<file path="config.mk">
export PLATFORM = sky130hd
export DESIGN_NAME = spi_peripheral_framed
export DESIGN_NICKNAME = d
export VERILOG_FILES = /design/src/rtl/spi_peripheral_framed.sv
export SDC_FILE = /design/constraint.sdc
export NUM_CORES = 1
export LEC_CHECK = 0
export ABC_AREA = 1
export CORE_MARGIN = 3
export CORE_UTILIZATION = 30
export CTS_CLUSTER_DIAMETER = 200
export DETAILED_ROUTE_END_ITERATION = 6
export REMOVE_ABC_BUFFERS = 1
export SLEW_MARGIN = 20
export SYNTH_ARGS = -nofsm -noshare
export SYNTH_HDL_FRONTEND = slang
export SYNTH_SLANG_ARGS = --single-unit
</file>
<file path="constraint.sdc">
create_clock -name i_Clk -period 3.75 [get_ports i_Clk]
set_clock_uncertainty 0.1 [all_clocks]
set_input_delay 0.375 -clock i_Clk [delete_from_list [all_inputs] [get_ports i_Clk]]
set_output_delay 0.375 -clock i_Clk [all_outputs]
set_load 0.005 [all_outputs]
</file>
<file path="src/rtl/spi_peripheral_framed.sv">
// spi_peripheral_framed: chip-select-framed multi-byte SPI peripheral.
// Oversamples the SPI bus in the i_Clk domain; RX/TX bytes, frame stats.
module spi_peripheral_framed #(
    parameter int SPI_MODE         = 0,
    parameter int MAX_BYTES_PER_CS = 4,
    parameter int CW               = $clog2(MAX_BYTES_PER_CS + 1)
) (
    input  logic          i_Clk,
    input  logic          i_Rst,
    input  logic          i_TX_DV,
    input  logic [7:0]    i_TX_Byte,
    output logic          o_TX_Ready,
    output logic          o_TX_Underrun,
    output logic          o_RX_DV,
    output logic [7:0]    o_RX_Byte,
    output logic [CW-1:0] o_RX_Count,
    output logic          o_Frame_Done,
    output logic [CW-1:0] o_Frame_Bytes,
    output logic          o_Frame_Partial,
    output logic          o_Overflow,
    input  logic          i_SPI_Clk,
    input  logic          i_SPI_PICO,
    input  logic          i_SPI_CS_n,
    output logic          o_SPI_POCI,
    output logic          o_SPI_POCI_En
);

    localparam bit CPOL = ((SPI_MODE / 2) % 2) == 1;
    localparam bit CPHA = (SPI_MODE % 2) == 1;
    localparam logic [CW-1:0] MAX_CNT = CW'(MAX_BYTES_PER_CS);

    typedef enum logic [1:0] {
        WAIT_IDLE,
        IDLE,
        ACTIVE
    } state_t;

    state_t r_state;
    state_t w_next;

    logic r_sclk_s1, r_sclk_s2, r_sclk_d;
    logic r_pico_s1, r_pico_s2;
    logic r_cs_s1, r_cs_s2, r_cs_d;

    logic r_ev_lead, r_ev_trail;
    logic r_ev_cs_fall, r_ev_cs_rise;
    logic r_ev_pico;

    logic [2:0]    r_bit_cnt;
    logic [CW-1:0] r_byte_cnt;
    logic [6:0]    r_rx_shift;
    logic [7:0]    r_tx_shift;
    logic [7:0]    r_hold;
    logic          r_hold_full;

    logic w_frame_start, w_frame_end;
    logic w_active, w_sample, w_shift;
    logic w_byte_done, w_load, w_tx_accept;

    // Two-flop synchronizers plus a registered edge-detect stage
    always_ff @(posedge i_Clk) begin
        if (i_Rst) begin
            r_sclk_s1    <= CPOL;
            r_sclk_s2    <= CPOL;
            r_sclk_d     <= CPOL;
            r_pico_s1    <= 1'b0;
            r_pico_s2    <= 1'b0;
            r_cs_s1      <= 1'b0;
            r_cs_s2      <= 1'b0;
            r_cs_d       <= 1'b0;
            r_ev_lead    <= 1'b0;
            r_ev_trail   <= 1'b0;
            r_ev_cs_fall <= 1'b0;
            r_ev_cs_rise <= 1'b0;
            r_ev_pico    <= 1'b0;
        end else begin
            r_sclk_s1    <= i_SPI_Clk;
            r_sclk_s2    <= r_sclk_s1;
            r_sclk_d     <= r_sclk_s2;
            r_pico_s1    <= i_SPI_PICO;
            r_pico_s2    <= r_pico_s1;
            r_cs_s1      <= i_SPI_CS_n;
            r_cs_s2      <= r_cs_s1;
            r_cs_d       <= r_cs_s2;
            r_ev_lead    <= (r_sclk_s2 != r_sclk_d) && (r_sclk_s2 != CPOL);
            r_ev_trail   <= (r_sclk_s2 != r_sclk_d) && (r_sclk_s2 == CPOL);
            r_ev_cs_fall <= r_cs_d && !r_cs_s2;
            r_ev_cs_rise <= !r_cs_d && r_cs_s2;
            r_ev_pico    <= r_pico_s2;
        end
    end

    // Frame state register
    always_ff @(posedge i_Clk) begin
        if (i_Rst) begin
            r_state <= WAIT_IDLE;
        end else begin
            r_state <= w_next;
        end
    end

    // Next state and frame boundary strobes
    always_comb begin
        w_next        = r_state;
        w_frame_start = 1'b0;
        w_frame_end   = 1'b0;
        unique case (r_state)
            WAIT_IDLE: begin
                if (r_cs_s2) begin
                    w_next = IDLE;
                end
            end
            IDLE: begin
                if (r_ev_cs_fall) begin
                    w_next        = ACTIVE;
                    w_frame_start = 1'b1;
                end
            end
            ACTIVE: begin
                if (r_ev_cs_rise) begin
                    w_next      = IDLE;
                    w_frame_end = 1'b1;
                end
            end
            default: begin
                w_next = WAIT_IDLE;
            end
        endcase
    end

    assign w_active    = (r_state == ACTIVE);
    assign w_sample    = w_active && (CPHA ? r_ev_trail : r_ev_lead);
    assign w_shift     = w_active && (CPHA ? r_ev_lead : r_ev_trail);
    assign w_byte_done = w_sample && (r_bit_cnt == 3'd7);
    assign w_load      = w_frame_start || w_byte_done;
    assign w_tx_accept = i_TX_DV && !r_hold_full;

    assign o_TX_Ready    = !r_hold_full;
    assign o_SPI_POCI_En = w_active;
    assign o_SPI_POCI    = w_active && r_tx_shift[7];

    // RX assembly, frame bookkeeping and TX holding/shift registers.
    // A shift edge at bit count 0 is the first one after a load, where
    // the fresh MSB must stay on the wire, so it never shifts.
    always_ff @(posedge i_Clk) begin
        if (i_Rst) begin
            r_bit_cnt       <= 3'd0;
            r_byte_cnt      <= '0;
            r_rx_shift      <= 7'd0;
            r_tx_shift      <= 8'd0;
            r_hold          <= 8'd0;
            r_hold_full     <= 1'b0;
            o_TX_Underrun   <= 1'b0;
            o_RX_DV         <= 1'b0;
            o_RX_Byte       <= 8'd0;
            o_RX_Count      <= '0;
            o_Frame_Done    <= 1'b0;
            o_Frame_Bytes   <= '0;
            o_Frame_Partial <= 1'b0;
            o_Overflow      <= 1'b0;
        end else begin
            o_RX_DV       <= 1'b0;
            o_Frame_Done  <= 1'b0;
            o_TX_Underrun <= 1'b0;

            if (w_frame_start) begin
                r_bit_cnt  <= 3'd0;
                r_byte_cnt <= '0;
                o_Overflow <= 1'b0;
            end

            if (w_sample) begin
                r_rx_shift <= {r_rx_shift[5:0], r_ev_pico};
                r_bit_cnt  <= r_bit_cnt + 3'd1;
                if (r_bit_cnt == 3'd7) begin
                    o_RX_DV    <= 1'b1;
                    o_RX_Byte  <= {r_rx_shift, r_ev_pico};
                    o_RX_Count <= r_byte_cnt;
                    if (r_byte_cnt == MAX_CNT) begin
                        o_Overflow <= 1'b1;
                    end else begin
                        r_byte_cnt <= r_byte_cnt + CW'(1);
                    end
                end
            end

            if (w_frame_end) begin
                o_Frame_Done    <= 1'b1;
                o_Frame_Bytes   <= r_byte_cnt;
                o_Frame_Partial <= (r_bit_cnt != 3'd0);
            end

            if (w_load) begin
                r_tx_shift    <= r_hold_full ? r_hold : 8'h00;
                o_TX_Underrun <= !r_hold_full;
                r_hold_full   <= 1'b0;
            end else if (w_shift && (r_bit_cnt != 3'd0)) begin
                r_tx_shift <= {r_tx_shift[6:0], 1'b0};
            end

            if (w_tx_accept) begin
                r_hold      <= i_TX_Byte;
                r_hold_full <= 1'b1;
            end
        end
    end

endmodule
</file>
==> results of run 1 <==
==> power by group through the flow <==
| stage | clock (mW) | sequential (mW) | combinational (mW) |
|---|---|---|---|
| after floorplan | 0 | 0.716 | 0.0239 |
| after global placement | 0 | 0.718 | 0.0499 |
| after CTS | 0.533 | 0.703 | 0.0507 |
| after detailed placement | 0 | 0.718 | 0.0506 |
| final | 0.512 | 0.703 | 0.0499 |
| after global routing | 0.561 | 0.704 | 0.0577 |
==> per-stage QoR <==
step	std cells	worst slack [ns]
global route	451	1.35
floorplan	298	2.03
detailed placement	436	1.23
finish	451	1.48
global placement	436	1.27
CTS	451	1.43
==> routing by layer <==
| metal | global-route usage (%) | routed length (um) | vias up |
|---|---|---|---|
| li1 | - | - | 1054 |
| met1 | 14.7 | 2450 | 909 |
| met2 | 17.5 | 2190 | 36 |
| met3 | 5.94 | 241 | 4 |
| met4 | 3.91 | 40 | 0 |
| met5 | 0 | 0 | - |
==> sequential cells by signal, indices dropped and copies added (netlist names), 2 cells and up <==
| register | count |
|---|---|
| r_tx_shift | 8 |
| o_RX_Count | 3 |
| r_state | 2 |
| r_hold | 8 |
| o_RX_Byte | 8 |
| r_rx_shift | 7 |
| r_byte_cnt | 3 |
| o_Frame_Bytes | 3 |
| r_bit_cnt | 3 |
==> kinds of logic after synthesis <==
logic type | after synthesis
simple gates | 127
fa+ha+maj | 5
buf+inv | 58
flops | 64
compound gates | 55
==> Yosys cell counts <==
cell type                   n  area (um2)
sky130_fd_sc_hd__buf_2      2        10.0
sky130_fd_sc_hd__nand3_4    1        17.5
sky130_fd_sc_hd__nor2_4     1        11.3
sky130_fd_sc_hd__buf_4      1        7.51
sky130_fd_sc_hd__nand2_2    1        6.26
sky130_fd_sc_hd__clkbuf_1   7        26.3
sky130_fd_sc_hd__nand3_1   26         130
sky130_fd_sc_hd__o31ai_1    2        15.0
sky130_fd_sc_hd__a21oi_1   25         125
sky130_fd_sc_hd__nor3_1     4        20.0
sky130_fd_sc_hd__dfxtp_1   64        1280
sky130_fd_sc_hd__o21ai_0   28         140
sky130_fd_sc_hd__nor2_2     1        6.26
sky130_fd_sc_hd__inv_2      2        7.51
sky130_fd_sc_hd__clkinv_1   1        3.75
sky130_fd_sc_hd__ha_1       5        62.6
sky130_fd_sc_hd__inv_1     44         165
sky130_fd_sc_hd__or2_0      1        6.26
sky130_fd_sc_hd__nand4_1    5        31.3
sky130_fd_sc_hd__buf_6      1        11.3
sky130_fd_sc_hd__nand2_1   45         169
sky130_fd_sc_hd__nand4_4    1        21.3
sky130_fd_sc_hd__nor2_1    41         154
==> final cells by class <==
| class | instances | area, um2 |
|---|---|---|
| Fill cell | 841 | 4780 |
| Clock inverter | 3 | 17.5 |
| Multi-Input combinational cell | 187 | 916 |
| Timing Repair Buffer | 36 | 358 |
| Clock buffer | 12 | 155 |
| Inverter | 47 | 176 |
| Sequential cell | 64 | 1280 |
| Tap cell | 102 | 128 |
==> path summary, 6_finish.rpt <==
path	endpoint	slack, ns	cells past startpoint
hold reg to reg	r_ev_pico	0.30	2
setup / recovery	o_SPI_POCI	1.48	5
setup reg to reg	r_tx_shift[1]	1.67	9
hold / removal	r_ev_pico	0.30	2
==> worst max-delay path: stages (launching register included) <==
cell                              delay [ns]
sky130_fd_sc_hd__dfxtp_1                0.44
sky130_fd_sc_hd__inv_2                  0.08
sky130_fd_sc_hd__nor2_4                 0.23
sky130_fd_sc_hd__inv_1                  0.09
sky130_fd_sc_hd__nor2_1                 0.12
sky130_fd_sc_hd__clkdlybuf4s50_1        0.51
==> parameters.txt, run 1 <==
Parameter                              Value

Logic synthesis
  Largest family of logic cells by synthesized area    simple AND/OR/NAND/NOR gates
  Syn Area/Cell    approximately 8 um2
  Netlist Area Pre-Place    around 2400 um2
  Synth Warn #    0
  Register area share after synthesis    52.8%
  Synthesized-area fraction occupied by xor and xnor cells    0%
  Synth Area in Compound Gates    11.5%
  Post-synthesis mux area share    0%
  Number of synthesized register bits    64
  Count of distinct cell types in the synthesized netlist    23
  Post-synthesis simple-gate area fraction    about a quarter
  Adder and majority cell fraction of the synthesized area    under 10%
  Number of instances in the synthesized netlist    ~310

Timing
  Time the worst path needs with I/O delays and setup    between 2 and 2.5 ns
  Final hold slack    ~0.30 ns
  Least-Margin Pin Slew    0.914 ns
  Fin. Hold Viols    0
  Final sum of negative setup slack    0 ns
  Fraction of the cycle the final worst path needs    slightly above 60%
  Peak clock frequency supported by timing    441 MHz
  Final max-slew violation count    0
  RSZ-0062 raised after global routing    no
  Final setup vio count    0
  Tightest slew margin relative to the limit    between 30% and 40%

Pwr
  Total power of the final layout    about 1.3 mW
  Highest ir drop seen on vdd    around 220 uV
  Internal cell power    ~0.99 mW
  Clock Power Share    between 40% and 50%
  Lkg Pwr    1.22 nW
  Gate power share    between 3 and 4%
  Net switching power    about 0.28 mW
  Sequential power share    55.6%
  Sw Share    22.0%
  Total power divided by cell area    417 nW/um2

Floorplan
  DIE HEIGHT    around 96 um
  Core outline area    7810 um2
  Initial Util    31.1%
  Io pins    36
  Die Width    about 96 um
  # rows    32
  Die Outline Area    just over 9000 um2

Critical path
  Beginning of the critical path    r_state[1]
  Crit path DAT    1.79 ns
  R2r startpoint    r_bit_cnt[0]
  Required time of the worst setup path    around 3.3 ns
  Startpoint-to-endpoint class of the critical path    flop to output port
  Biggest fanout along the worst timing path    10
  CP Capture Type    output port
  Worst setup SP type    flop

Global routing
  Overall Global Routing Usage    a little under an eighth
  Antenna violations before repair    0
  Overflow left after global routing    0
  Largest net degree at the start of global routing    35
  Via count of the first global-routing pass    1773
  First-pass GRT wire length    8090 um

Clock tree
  CTS Hold Bufs    0
  Setup Fix Bufs, Post-CTS    0
  Clk sinks    64
  Clk Latency, worst-skew pair    approximately 0.33 ns
  PostCTS Resize Cnt    0
  CTS HTree Levels    3
  TritonCTS clock tree    done
  Clk slew on worst S/H paths    roughly 0.07 ns
  Clock root cell    sky130_fd_sc_hd__clkbuf_8
  Buffer depth of the longest clock path    2
  CTS buffer count    9

Finish
  Design Area, Final    between 3000 and 4000 um2
  Total number of nets in the final design    between 300 and 400
  Commonest non-fill, non-tap cell in the layout    sky130_fd_sc_hd__dfxtp_1
  Share of post-route cells with drive strength above 1    under 10%
  Leading cell types in the layout, fill and taps excluded    64 x sky130_fd_sc_hd__dfxtp_1, 45 x sky130_fd_sc_hd__nand2_1, 44 x sky130_fd_sc_hd__inv_1, 41 x sky130_fd_sc_hd__nor2_1, 35 x sky130_fd_sc_hd__clkdlybuf4s50_1
  Layout Area Growth over Synthesis    24.8%
  Core utilization of the finished layout    about two fifths
  Diodes inserted    0

Routing
  DR WL/cell    between 10 and 15 um
  Iter 0 DRT Violations    38
  DRT Wirelength    4920 um
  Via count    2003
  Final routed DRC violation total    0
  Total iterations of the first detailed-routing run    4
  Remaining antenna violation count    0
  Via count normalized by instance count    ~4.4

Run
  Maximum Capacitance Violations    0

Hold path
  Hold crit path type    flop to flop
  Min-Delay Startpoint    r_pico_s2

Place
  Buffers on Ports    35
  Placed inst area    about 2900 um2
  Hpwl dp    3360 um
  Routability cong.    0.788

Run status
  Status    completed
Power figures use the tool's default switching activity.
==> run 2: changes to the inputs <==
clock period = 2 ns   (was 3.75 ns; I/O delays follow)
==> run 2 against run 1 <==
Compared with the run above:
- hold slack worse by 0.014 ns
- total power grew 84%
- die area is the same
- global-route usage up 0.48 points
- register-to-register slack worse by 1.4 ns
- critical path type unchanged
==> parameters.txt, run 2 (synthesized netlist as in run 1, its figures left out) <==
Parameter                              Value

Global routing
  First-pass GRT wire length    8640 um (+6.7%)
  Overflow left after global routing    0 (unchanged)
  Largest net degree at the start of global routing    31 (-11%)
  Overall Global Routing Usage    12.2% (+0.48 points)
  Via count of the first global-routing pass    1962 (+11%)
  Antenna violations before repair    0 (unchanged)

Timing
  Tightest slew margin relative to the limit    74.1% (+35 points)
  RSZ-0062 raised after global routing    no
  Final hold slack    0.283 ns (-0.0141 ns)
  Final setup vio count    0 (unchanged)
  Time the worst path needs with I/O delays and setup    1.87 ns
  Peak clock frequency supported by timing    between 500 and 600 MHz
  Fin. Hold Viols    0 (unchanged)
  Final sum of negative setup slack    0 ns (unchanged)
  Final max-slew violation count    0 (unchanged)
  Least-Margin Pin Slew    0.388 ns (-0.526 ns)
  Fraction of the cycle the final worst path needs    approximately 94%

Finish
  Filler cells    819 (-2.6%)
  Layout Area Growth over Synthesis    26.3%
  Core utilization of the finished layout    39.3% (+0.45 points)
  Diodes inserted    0 (unchanged)
  Largest registers in the final layout    o_RX_Byte: 8 flops, r_hold: 8 flops, r_tx_shift: 8 flops
  Share of post-route cells with drive strength above 1    7.61% (+1.3 points)
  Leading cell types in the layout, fill and taps excluded    63 x sky130_fd_sc_hd__dfxtp_1, 45 x sky130_fd_sc_hd__nand2_1, 44 x sky130_fd_sc_hd__inv_1, 41 x sky130_fd_sc_hd__nor2_1, 35 x sky130_fd_sc_hd__clkdlybuf4s50_1
  Total number of nets in the final design    371 (+1.9%)
  Design Area, Final    3070 um2 (+1.2%)
  Commonest non-fill, non-tap cell in the layout    sky130_fd_sc_hd__dfxtp_1
  Non-filler instance count after layout    457 (+1.3%)

Place
  Routability cong.    0.767 (-2.6%)
  Cell Count Post-Placement    443 (+1.6%)
  Hpwl dp    3520 um (+5.0%)
  Placed inst area    2910 um2 (+1.8%)
  Buffers on Ports    35 (unchanged)

Clock tree
  Clk sinks    64 (unchanged)
  CTS buffer count    9 (unchanged)
  CTS HTree Levels    3 (unchanged)
  Clk Latency, worst-skew pair    0.33 ns (about the same)
  Clock root cell    sky130_fd_sc_hd__clkbuf_8
  Buffer depth of the longest clock path    2 (unchanged)
  Clk slew on worst S/H paths    0.06 ns (about the same)
  TritonCTS clock tree    done

Routing
  Iter 0 DRT Violations    119 (+210%)
  DRT Wirelength    5050 um (+2.6%)
  Via count    2045 (+2.1%)
  Remaining antenna violation count    0 (unchanged)
  Via count normalized by instance count    4.47 (+0.76%)
  DR WL/cell    11.0 um (+1.2%)
  Total iterations of the first detailed-routing run    4 (unchanged)
  Final routed DRC violation total    0 (unchanged)

Floorplan
  Core outline area    7810 um2 (unchanged)
  Initial Util    31.1% (unchanged)
  DIE HEIGHT    96.0 um (unchanged)
  # rows    32 (unchanged)
  Die Width    96.0 um (unchanged)
  Die Outline Area    9210 um2 (unchanged)
  Io pins    36 (unchanged)

Pwr
  Highest ir drop seen on vdd    408 uV (+89%)
  Lkg Pwr    1.25 nW (+2.0%)
  Total power divided by cell area    758 nW/um2 (+82%)

Run
  Maximum Capacitance Violations    0 (unchanged)

Critical path
  CP Capture Type    output port
  Standard cell with the maximum stage delay on the critical path    sky130_fd_sc_hd__clkdlybuf4s50_1
  Delay of the slowest cell on the worst path    0.52 ns (about the same)
  Worst setup SP type    flop
  Critical-path cell list    inv_2 > nor2_4 > inv_1 > nor2_1 > clkdlybuf4s50_1
  Required time of the worst setup path    1.70 ns (-1.57 ns)
  Startpoint-to-endpoint class of the critical path    flop to output port
  Biggest fanout along the worst timing path    4 (-6)
  Crit path DAT    1.57 ns (-0.22 ns)

Hold path
  Hold crit path type    input port to flop

Run status
  Status    completed
==> run 2: worst paths after layout <==
check                  endpoint         start  cells past startpoint  slack, ns
setup / recovery     o_SPI_POCI    r_state[1]                      5       0.13
hold / removal        r_pico_s1    i_SPI_PICO                      3       0.28
setup reg to reg  r_tx_shift[3]  r_bit_cnt[0]                      8       0.23
hold reg to reg       r_sclk_s2     r_sclk_s1                      2       0.30
==> run 2: routing by layer <==
metal | routed length [um] | GRT usage, % | share of wire, % | vias to the layer above
li1 | - | - | - | 1071
met3 | 244 | 4.61 | 4.8 | 12
met5 | 0 | 0 | 0 | -
met1 | 2540 | 15.5 | 50 | 924
met4 | 89 | 4.62 | 1.8 | 0
met2 | 2180 | 18.9 | 43 | 38
==> run 2: cell type report <==
cell class | count | area [um2] | area share, %
clock buffer | 13 | 149 | 4.86
clock inverter | 1 | 5.00 | 0.163
inverter | 47 | 176 | 5.75
multi-input combinational | 187 | 916 | 29.9
sequential | 64 | 1280 | 41.8
tap | 102 | 128 | 4.16
timing repair buffer | 43 | 410 | 13.4
==> run 2: timing repair <==
| item | in CTS | in global routing |
|---|---|---|
| gates resized for setup | 0 | 1 |
| endpoints found under the setup margin | 0 | 2 |
| hold buffers | 0 | 0 |
| hold endpoints to repair | 0 | 0 |
| setup buffers | 0 | 0 |
==> run 2: critical path: cells and delay by family (launching register included) <==
kind | cells | cell delay, ns
buffers and inverters | 3 | 0.64
DFF | 1 | 0.39
and+or+nand+nor | 2 | 0.22
==> run 2: power breakdown <==
part           leakage, nW  total (mW)  internal [mW]  switching (mW)
Combinational        0.646      0.0974         0.0461          0.0514
Sequential           0.520        1.32           1.30          0.0186
Clock               0.0794       0.908          0.469           0.439
==> run 2: per-stage QoR <==
stage	power, mW	setup slack, ns
2_1_floorplan	1.39	0.281
3_3_place_gp	1.44	0.287
3_5_place_dp	1.45	0.248
4_1_cts	2.35	0.0253
5_1_grt	2.42	0.0198
6_report	2.32	0.129
==> run 3: changes to the inputs <==
CORE_ASPECT_RATIO = 0.7   (was not set)
CORE_MARGIN = 1   (was 3)
==> run 3 against run 2 <==
Compared with the run above:
- setup slack got worse by 0.0047 ns
- sequential cell count unchanged
- total power is 21% higher
- largest power group is now clock
==> parameters.txt, run 3 (synthesized netlist as in run 1, its figures left out) <==
Parameter                              Value

Run status
  Status    completed

Global routing
  Antenna violations before repair    0 (unchanged)
  Via count of the first global-routing pass    1958 (-0.20%)
  First-pass GRT wire length    9090 um (+5.2%)
  Largest net degree at the start of global routing    31 (unchanged)
  Overall Global Routing Usage    14.1% (+1.9 points)
  Overflow left after global routing    0 (unchanged)

Place
  Routability cong.    0.779 (+1.6%)
  Placed inst area    2900 um2 (-0.30%)
  Buffers on Ports    35 (unchanged)
  Hpwl dp    3520 um (about the same)

Routing
  Total iterations of the first detailed-routing run    4 (unchanged)
  Via count    2033 (-0.59%)
  Final routed DRC violation total    0 (unchanged)
  DR WL/cell    11.5 um (+4.3%)
  Iter 0 DRT Violations    149 (+25%)
  Via count normalized by instance count    4.44 (-0.80%)
  Remaining antenna violation count    0 (unchanged)
  DRT Wirelength    5280 um (+4.6%)

Floorplan
  Die Width    110 um (+14%)
  DIE HEIGHT    77.3 um (-19%)
  # rows    27 (-16%)
  Initial Util    31.0% (-0.12 points)
  Core outline area    7840 um2 (+0.38%)
  Io pins    36 (unchanged)
  Die Outline Area    8460 um2 (-8.1%)

Pwr
  Lkg Pwr    1.30 nW (+4.5%)
  Total power of the final layout    2.81 mW (+21%)
  Highest ir drop seen on vdd    382 uV (-6.4%)
  Gate power share    3.5% (-0.7 points)
  Sequential power share    46.9% (-9.9 points)
  Sw Share    21.4% (-0.47 points)
  Internal cell power    2.21 mW (+22%)
  Clock Power Share    49.6% (+10 points)
  Net switching power    0.602 mW (+18%)
  Total power divided by cell area    885 nW/um2 (+17%)

Critical path
  Startpoint-to-endpoint class of the critical path    flop to output port
  Required time of the worst setup path    1.70 ns (about the same)
  Delay of the slowest cell on the worst path    0.52 ns (about the same)
  Critical-path cell list    inv_2 > nor2_4 > inv_1 > nor2_1 > clkdlybuf4s50_1
  Kind of cell adding the most delay to the critical path    buffers and inverters
  Biggest fanout along the worst timing path    4 (unchanged)
  Crit path DAT    1.58 ns (about the same)
  Standard cell with the maximum stage delay on the critical path    sky130_fd_sc_hd__clkdlybuf4s50_1
  Buf/Inv on CP    3 (unchanged)
  WP depth    5 (unchanged)
  Worst setup SP type    flop
  CP Capture Type    output port
  Number of cell instances on the worst register-to-register path    8 (unchanged)

Clock tree
  CTS buffer count    9 (unchanged)
  Buffer depth of the longest clock path    2 (unchanged)
  Clock root cell    sky130_fd_sc_hd__clkbuf_16
  CTS HTree Levels    3 (unchanged)
  Clk sinks    64 (unchanged)
  Clk Latency, worst-skew pair    0.33 ns (about the same)
  CTS Hold Bufs    0 (unchanged)
  Clk slew on worst S/H paths    0.05 ns (about the same)
  TritonCTS clock tree    done

Finish
  Share of post-route cells with drive strength above 1    8.68% (+1.1 points)
  Total number of nets in the final design    371 (unchanged)
  Largest registers in the final layout    o_RX_Byte: 8 flops, r_hold: 8 flops, r_tx_shift: 8 flops
  Layout Area Growth over Synthesis    31.0%
  Commonest non-fill, non-tap cell in the layout    sky130_fd_sc_hd__dfxtp_1
  Diodes inserted    0 (unchanged)
  Filler cells    813 (-0.73%)
  Leading cell types in the layout, fill and taps excluded    63 x sky130_fd_sc_hd__dfxtp_1, 44 x sky130_fd_sc_hd__inv_1, 44 x sky130_fd_sc_hd__nand2_1, 41 x sky130_fd_sc_hd__nor2_1, 35 x sky130_fd_sc_hd__clkdlybuf4s50_1
  Design Area, Final    3180 um2 (+3.7%)

Timing
  Peak clock frequency supported by timing    533 MHz (-0.25%)
  Time the worst path needs with I/O delays and setup    1.88 ns (+0.00473 ns)
  Least-Margin Pin Slew    0.369 ns (-0.0194 ns)
  Final max-slew violation count    0 (unchanged)
  Final setup vio count    0 (unchanged)
  Fin. Hold Viols    0 (unchanged)
  RSZ-0062 raised after global routing    no
  Fraction of the cycle the final worst path needs    93.8% (+0.24 points)
  Tightest slew margin relative to the limit    75.4% (+1.3 points)
  Final sum of negative setup slack    0 ns (unchanged)

Hold path
  Number of cells traversed by the worst hold path    3 (unchanged)
  Hold crit path type    input port to flop

Run
  Maximum Capacitance Violations    0 (unchanged)
==> run 3: cell count changes in the layout (fill, tap and decap cells not counted) <==
cell                        before  now
sky130_fd_sc_hd__clkbuf_16       0    9
sky130_fd_sc_hd__clkbuf_8       10    1
sky130_fd_sc_hd__clkinv_2        1    4
sky130_fd_sc_hd__clkbuf_1        3    2
sky130_fd_sc_hd__nand2_1        45   44
sky130_fd_sc_hd__nand2_2         1    2
==> run 3: worst paths after layout <==
path	slack, ns	from	endpoint
worst max-delay path	0.12	r_state[1]	o_SPI_POCI
worst min-delay path	0.29	i_SPI_Clk	r_sclk_s1
worst max register to register	0.27	r_bit_cnt[0]	r_byte_cnt[0]
worst min register to register	0.30	r_cs_s1	r_cs_s2
==> run 3: routing by layer <==
metal | share of wire, % | track usage (%) | up-vias
met3 | 6.6 | 6.46 | 5
met5 | 0 | 0 | -
met1 | 52 | 19.5 | 904
met4 | 0.89 | 3.20 | 0
li1 | - | - | 1068
met2 | 41 | 19.7 | 56
==> run 3: cell type report <==
type	instances	area (um2)	area share, %
multi-input cells	187	918	28.9
well taps	101	126	3.97
clock inverters	4	20.0	0.629
flip-flops and latches	64	1280	40.3
clock buffers	12	246	7.75
repair buffers	43	410	12.9
inverters	47	176	5.55
==> run 3: per-stage QoR <==
step                      utilization (%)  setup WS (ns)  std cells  hold WS (ns)
final                                40.6          0.124        458         0.288
after global routing                 40.6         0.0467        458         0.296
after CTS                            40.5         0.0219        457         0.280
after detailed placement             37.0          0.151        441         0.292
after global placement               37.0          0.232        441         0.292
after floorplan                         -          0.281        298         0.169
==> run 3: worst reg2reg max path, delay by kind of cell (launching register included) <==
family / cells / cell delay (ns)
simple gates: 3 / 0.39
flops: 1 / 0.36
fa+ha+maj: 2 / 0.35
buf+inv: 2 / 0.30
compound gates: 1 / 0.12
==> run 3: timing repair <==
action	CTS	global route
endpoints found under the setup margin	1	5
pin swaps	0	1
buffers inserted	0	1
gates resized for setup	1	1
==> run 3: power groups by stage <==
stage          logic, mW  registers, mW  clock network, mW
2_1_floorplan     0.0448           1.34                  0
3_3_place_gp      0.0982           1.35                  0
3_5_place_dp      0.0987           1.35                  0
4_1_cts           0.0994           1.32               1.43
5_1_grt            0.114           1.32               1.51
6_report          0.0986           1.32               1.39
